==> src/rtl/fetch_sequencer.sv <==
// ---------------------------------------------------------------------------
// fetch_sequencer: single-issue fetch FSM with decode handshake and redirect
// Revision: 1.0
// ---------------------------------------------------------------------------
`default_nettype none

module fetch_sequencer #(
  parameter logic [15:0] RESET_PC  = 16'h0000,
  parameter logic [15:0] PC_LIMIT  = 16'd56,
  parameter logic [15:0] HALT_WORD = 16'hEFFF
) (
  input  logic        clk,
  input  logic        rst,
  input  logic        start,
  output logic [15:0] pc_out,
  input  logic [15:0] imem_instr,
  output logic [15:0] instr_out,
  output logic        instr_valid,
  input  logic        instr_ready,
  input  logic        br_taken,
  input  logic [15:0] br_target,
  output logic        halted,
  output logic        pc_err,
  output logic [15:0] fetch_count
);

  typedef enum logic [2:0] {
    S_IDLE    = 3'd0,
    S_ISSUE   = 3'd1,
    S_CAPTURE = 3'd2,
    S_HOLD    = 3'd3,
    S_HALT    = 3'd4
  } state_t;

  state_t      r_state;
  logic [15:0] r_pc;
  logic [15:0] r_instr;
  logic        r_valid;
  logic        r_halted;
  logic        r_pc_err;
  logic [15:0] r_count;

  state_t      w_state;
  logic [15:0] w_pc;
  logic [15:0] w_instr;
  logic        w_valid;
  logic        w_halted;
  logic        w_pc_err;
  logic [15:0] w_count;

  logic        w_load;
  logic [15:0] w_target;
  logic [15:0] w_pc_inc;
  logic [15:0] w_br_pc;
  logic [15:0] w_count_inc;

  assign w_pc_inc    = r_pc + 16'd2;
  assign w_br_pc     = br_target & 16'hFFFE;
  assign w_count_inc = (r_count == 16'hFFFF) ? r_count : r_count + 16'd1;

  always_comb begin
    w_state  = r_state;
    w_pc     = r_pc;
    w_instr  = r_instr;
    w_valid  = r_valid;
    w_halted = r_halted;
    w_pc_err = r_pc_err;
    w_count  = r_count;
    w_load   = 1'b0;
    w_target = r_pc;

    case (r_state)
      S_IDLE: begin
        if (start) begin
          w_load   = 1'b1;
          w_target = RESET_PC;
        end
      end

      S_ISSUE: begin
        if (br_taken) begin
          w_load   = 1'b1;
          w_target = w_br_pc;
        end else begin
          w_state = S_CAPTURE;
        end
      end

      S_CAPTURE: begin
        if (br_taken) begin
          w_load   = 1'b1;
          w_target = w_br_pc;
        end else if (imem_instr == HALT_WORD) begin
          w_state  = S_HALT;
          w_halted = 1'b1;
        end else begin
          w_instr = imem_instr;
          w_valid = 1'b1;
          w_state = S_HOLD;
        end
      end

      S_HOLD: begin
        // A handshake coincident with a branch still counts as delivered
        if (r_valid && instr_ready) begin
          w_count = w_count_inc;
          w_valid = 1'b0;
        end
        if (br_taken) begin
          w_valid  = 1'b0;
          w_load   = 1'b1;
          w_target = w_br_pc;
        end else if (r_valid && instr_ready) begin
          w_load   = 1'b1;
          w_target = w_pc_inc;
        end
      end

      S_HALT: begin
        if (start) begin
          w_halted = 1'b0;
          w_pc_err = 1'b0;
          w_load   = 1'b1;
          w_target = RESET_PC;
        end
      end

      default: begin
        w_state = S_IDLE;
      end
    endcase

    // Every path into ISSUE is screened here so an illegal PC never reaches memory
    if (w_load) begin
      w_pc = w_target;
      if (w_target > PC_LIMIT) begin
        w_state  = S_HALT;
        w_halted = 1'b1;
        w_pc_err = 1'b1;
        w_valid  = 1'b0;
      end else begin
        w_state = S_ISSUE;
      end
    end
  end

  always_ff @(posedge clk) begin
    if (!rst) begin
      r_state  <= S_IDLE;
      r_pc     <= RESET_PC;
      r_instr  <= 16'h0000;
      r_valid  <= 1'b0;
      r_halted <= 1'b0;
      r_pc_err <= 1'b0;
      r_count  <= 16'h0000;
    end else begin
      r_state  <= w_state;
      r_pc     <= w_pc;
      r_instr  <= w_instr;
      r_valid  <= w_valid;
      r_halted <= w_halted;
      r_pc_err <= w_pc_err;
      r_count  <= w_count;
    end
  end

  assign pc_out      = r_pc;
  assign instr_out   = r_instr;
  assign instr_valid = r_valid;
  assign halted      = r_halted;
  assign pc_err      = r_pc_err;
  assign fetch_count = r_count;

endmodule

`default_nettype wire

==> config.mk <==
export PLATFORM = sky130hd
export DESIGN_NAME = fetch_sequencer
export DESIGN_NICKNAME = d
export VERILOG_FILES = /design/src/rtl/fetch_sequencer.sv
export SDC_FILE = /design/constraint.sdc
export NUM_CORES = 1
export LEC_CHECK = 0
export CAP_MARGIN = 10
export CELL_PAD_IN_SITES_DETAIL_PLACEMENT = 1
export CELL_PAD_IN_SITES_GLOBAL_PLACEMENT = 2
export CORE_MARGIN = 5
export CORE_UTILIZATION = 30
export CTS_CLUSTER_DIAMETER = 40
export DETAILED_ROUTE_END_ITERATION = 8
export PLACE_DENSITY_LB_ADDON = 0.1
export SYNTH_ARGS = -nofsm -noshare
export SYNTH_HDL_FRONTEND = slang
export SYNTH_SLANG_ARGS = --single-unit
==> constraint.sdc <==
create_clock -name clk -period 4.05 [get_ports clk]
set_input_delay 0.81 -clock clk [delete_from_list [all_inputs] [get_ports clk]]
set_output_delay 0.81 -clock clk [all_outputs]
set_load 0.1 [all_outputs]
## Word level (Yosys, flattened, before mapping)

Index checks and enable logic that the tools add are counted.

- Equal/unequal tests: 9
- Bitwise logic cells: 3
- Reduce and logical (&&, ||, !) cells: 8
- Order comparisons: 1
- Mux-type cells: 33
- Add/sub/neg operators: 2

Operators with widths:

| cell | count |
|---|---|
| $mux 16 | 4 |
| $pmux 16 s3 | 1 |
| $eq 16x16->1 const B | 2 |
| $mux 1 | 19 |
| $add 16x1->16 const B | 1 |
| $add 16x2->16 const B | 1 |
| $gt 16x6->1 const B | 1 |
| $mux 3 | 5 |
| $pmux 3 s3 | 1 |
| $reduce_and 3->1 | 3 |
| $eq 3x2->1 const B | 2 |
| $ne 3x3->1 const B | 2 |
| $pmux 1 s2 | 2 |
| $reduce_or 2->1 | 2 |
| $eq 3x1->1 const B | 1 |
| $eq 3x3->1 const B | 1 |
| $logic_not 3->1 | 1 |
| $not 1->1 | 3 |
| $pmux 1 s3 | 1 |
| $reduce_or 3->1 | 1 |
| $ne 2x1->1 const B | 1 |
| $logic_and 1x1->1 | 1 |

- Output and inout port bits: 51
- Register bits after elaboration: 54

## Longest topological paths before layout

- Depth in word-level cells: 7
- Depth in mapped cells: 11
- Gate-level depth less buffers: 9

## Worst setup path before layout

Ideal clock, no wire load.

- Path type: flip-flop to flip-flop
- From: register r_pc[1] (netlist: pc_out[1])
- To: register r_state[2]
- Setup slack: 1003 ps
- Setup time: 119 ps
- Required time: 3931 ps
- Data arrival time: 2928 ps
- Stages on the path, launching flop included: 10
- Cell sequence: dfxtp_1 -> ha_1 -> nand4_1 -> o311ai_1 -> o311a_1 -> a21oi_1 -> a2111o_1 -> nor3_2 -> o22ai_2 -> o221a_1

- Word-level cells in the longest chain between the ends: 7
- Elaborated cells on any way between the ends: 9
- Classes of those cells: add/sub (1); order compare (1); mux (7)

Ends and longest elaborated chain:

| element | RTL line | RTL |
|---|---|---|
| start, declared | 36 | `logic [15:0] r_pc;` |
| start signal, assigned | 158 | `r_pc <= w_pc;` |
| $add 16x2->16 | 57 | `assign w_pc_inc = r_pc + 16'd2;` |
| $mux 16 | 113 | `end else if (r_valid && instr_ready) begin` |
| $mux 16 | 109 | `if (br_taken) begin` |
| $pmux 16 s3 (*) | 72 | `case (r_state)` |
| $gt 16x6->1 (*) | 136 | `if (w_target > PC_LIMIT) begin` |
| $mux 3 (*) | 136 |  |
| $mux 3 (*) | 134 | `if (w_load) begin` |
| end signal, assigned | 157 | `r_state <= w_state;` |
| end, declared | 35 | `state_t r_state;` |

Mark *: on every way between the ends. The rest lies on a longest branch, timed or not.
A chain may end at the register's enable or synchronous reset.

## Worst setup path after layout

- From: input instr_ready
- To: register r_state[2]

- Word-level cells in the longest chain between the ends: 7
- Elaborated cells on any way between the ends: 14
- Classes of those cells: order compare (1); eq/ne (3); mux (8); reduce/logical (2)

Ends and longest elaborated chain:

| element | RTL line | RTL |
|---|---|---|
| start, declared | 19 | `input logic instr_ready,` |
| $logic_and 1x1->1 (*) | 113 |  |
| $mux 16 | 113 |  |
| $mux 16 | 109 |  |
| $pmux 16 s3 | 72 |  |
| $gt 16x6->1 | 136 |  |
| $mux 3 | 136 |  |
| $mux 3 | 134 |  |

Marked as above.

==> metrics.txt <==
Root Buffer=clkbuf_16; CTS clock-pin slew for the worst setup and hold paths=0.07 ns; number of synthesized flops with an enable pin=0; r2r setup slk=0.93 ns; endpoint class of the critical path=flip-flop; Worst VDD drop=0.000204 V; Buffers & Inverters on Critical Path=1; initial antenna violation count=0; setup bufs post-CTS=0; Mean Syn Cell Area=8.11 um^2; Setup TNS=0 ns; Critical Path Stages=9; CP max FO=11; Yosys warning count=0; share of synthesized registers carrying an async set or reset=0; Clock Sink Count=54; Max-slew headroom=0.225; Initial Utilization=0.310; Hold Path Depth=2; Post-CTS Resized=0; Final setup violation count=0; run status=finished clean; chip width=116 um; period utilization=0.837; num ports=88; Worst R2R Path Depth=8; CP startpoint=instr_ready; hold buffers post-CTS=0; global-route wire length before repair=20100 um; CORE AREA=0.0109 mm^2; Num CTS Buffers=5; DR top layer=met4; All-Layer GR Usage=0.187; final slew viol count=0; syn_nets=457; delay of the slowest critical-path stage=0.81 ns; H-tree lvl count=2; Longest Clk Path Bufs=2; Post-DRT Antenna Nets=0; vias in the first global route=3779; max cap viols=0; ANT cells=0; CTS tree=done; end of the critical path=r_state[2]$_SDFFE_PN0P_; Nets=534; GP Congestion=0.909; pin count of the biggest net entering global routing=33; final count of hold timing violations=0; P&R area growth vs syn=32.3%; unrepaired setup endpoints after global routing=no; minimum clock period=3.39 ns; IO buf count=86; Die ar.=0.0135 mm^2; Yosys reg bits=54; Worst path slowest cell=clkdlybuf4s50_1; Vias=3542; final WL=12500 um; met1 WL=5500 um; CP Class=primary input to flip-flop; Hold WC Path Type=flip-flop to flip-flop; CP arrival=3.63 ns; clock skew=0.00676 ns; reg2reg start=r_state[1]$_SDFFE_PN0P_; routed wl met3=743 um; worst path required time=4.29 ns; P per Cell Area=460 mW/mm^2; worst skew pair latency=0.29 ns; fin util=0.410; Primary FF master, synth=dfxtp_1; WL/cell=19.7 um; fmax=295 MHz; DR pass1 iterations=4; area of the mapped netlist=0.00339 mm^2; DPL Wire Length=9370 um; Seq/Total Area, Yosys=0.319; share of layout cells above drive strength 1=0.0907; P_leak=1.47 nW; Syn Inst Count=418; startpoint types=primary input; post-synthesis cell type count=80; RR Endpoint=r_state[2]$_SDFFE_PN0P_; vias per std cell=5.57; worst path cell trace=clkdlybuf4s50_1 -> and4_1 -> nand2_2 -> or3_1 -> a32o_1 -> nor4_2 -> a211oi_2 -> o22ai_2 -> o221a_1; number of DRC markers in iteration 0=157; cell family with most CP delay=simple AND/OR/NAND/NOR gates; wire length on met2=5930 um; chip height=116 um; detailed-route DRC error count=0; FP Rows=38; remaining global-route overflow=0; measured slew at the worst slew-check pin=1.16 ns
worst register-to-register path, delay by kind of cell (launching register included):
family	cells	cell delay, ns
compound gates	6	1.52
simple gates	2	0.64
flops	1	0.86
area by class of cell:
class,instances,area [um^2]
repair buffers,97,943
fillers,1344,6450
well taps,140,175
clock inverters,3,40.0
clock buffers,5,125
flip-flops and latches,54,1080
inverters,14,52.6
multi-input cells,323,2070
report_power, final:
group          leakage [nW]  internal, W  total, W  switching, W
logic                 0.951     0.000284  0.000881      0.000597
registers             0.437     0.000575  0.000692      0.000117
clock network        0.0836     0.000290  0.000493      0.000203
routing by layer:
| layer | up-vias | global-route usage |
|---|---|---|
| met5 | - | 0 |
| met2 | 106 | 0.322 |
| li1 | 1702 | - |
| met4 | 0 | 0.0642 |
| met3 | 25 | 0.0409 |
| met1 | 1709 | 0.232 |
cell families after synthesis:
group | count (synthesis) | synth area share
compound gates | 115 | 0.238
xor+xnor | 11 | 0.0284
fa+ha+maj | 3 | 0.0103
buf+inv | 41 | 0.0708
flops | 54 | 0.319
mux | 18 | 0.0531
simple gates | 176 | 0.280
placed cells by master, fill, tap and decap left out, types with 3 or more instances in the layout:
master / netlist / routed
nor4_1: 4 / 4
o21ai_0: 31 / 31
and4_1: 4 / 4
o311a_1: 3 / 3
nor4_2: 3 / 3
or3_1: 8 / 8
nand2_1: 32 / 32
nor3_1: 6 / 6
o21a_1: 4 / 4
xor2_1: 4 / 4
mux2i_1: 18 / 18
o211ai_1: 3 / 3
a32o_1: 3 / 3
nand2b_1: 5 / 5
nand3_1: 19 / 19
a211oi_1: 6 / 6
nor2_1: 53 / 53
clkdlybuf4s50_1: 0 / 86
a21oi_1: 29 / 29
nand4b_1: 3 / 3
dfxtp_1: 54 / 54
inv_1: 14 / 14
nand4_1: 15 / 15
nor2b_1: 3 / 3
clkbuf_16: 0 / 5
xnor2_1: 7 / 7
buf_4: 3 / 11
a31oi_1: 3 / 3
how the worst min path moves through the flow:
stage / startpoint / end
floorplan: r_state[2]$_SDFFE_PN0P_ / pc_out[1]$_SDFFE_PN0P_
global placement: pc_out[0]$_SDFFE_PN0P_ / pc_out[0]$_SDFFE_PN0P_
detailed placement: pc_out[0]$_SDFFE_PN0P_ / pc_out[0]$_SDFFE_PN0P_
CTS: pc_out[0]$_SDFFE_PN0P_ / pc_out[0]$_SDFFE_PN0P_
global route: pc_out[0]$_SDFFE_PN0P_ / pc_out[0]$_SDFFE_PN0P_
finish: pc_out[0]$_SDFFE_PN0P_ / pc_out[0]$_SDFFE_PN0P_
metrics by stage:
stage                     worst slack, ns  cell area, um^2  std cells  total power [W]  hold slack (ns)
after global routing                0.460             4490        636          0.00216            0.518
after CTS                           0.652             4490        636          0.00208            0.485
after detailed placement            0.355             4320        628          0.00158            0.473
final                               0.662             4490        636          0.00207            0.482
after floorplan                      1.00             3390        418          0.00133            0.699
after global placement              0.355             4320        628          0.00158            0.470
synthesized netlist by cell type (4+ instances only):
cell	number	share of area
nor3_1	6	0.0089
o21a_1	4	0.0089
mux2i_1	18	0.053
a21oi_1	29	0.043
nand3_1	19	0.028
nand4_1	15	0.028
a211oi_1	6	0.013
clkbuf_1	8	0.0089
nand2b_1	5	0.0092
and4_1	4	0.010
buf_2	6	0.0089
o21ai_0	31	0.046
nand2_1	32	0.035
xnor2_1	7	0.018
nor2_1	53	0.059
inv_1	14	0.015
xor2_1	4	0.010
dfxtp_1	54	0.32
or3_1	8	0.015
buf_6	7	0.023
nor4_1	4	0.0074
flip-flops by register name, summed over array words and instances (netlist names):
register     count
fetch_count     16
instr_valid      1
pc_err           1
pc_out          16
instr_out       16
r_state          3
halted           1
No activity file was read; power rests on OpenSTA's default activity.
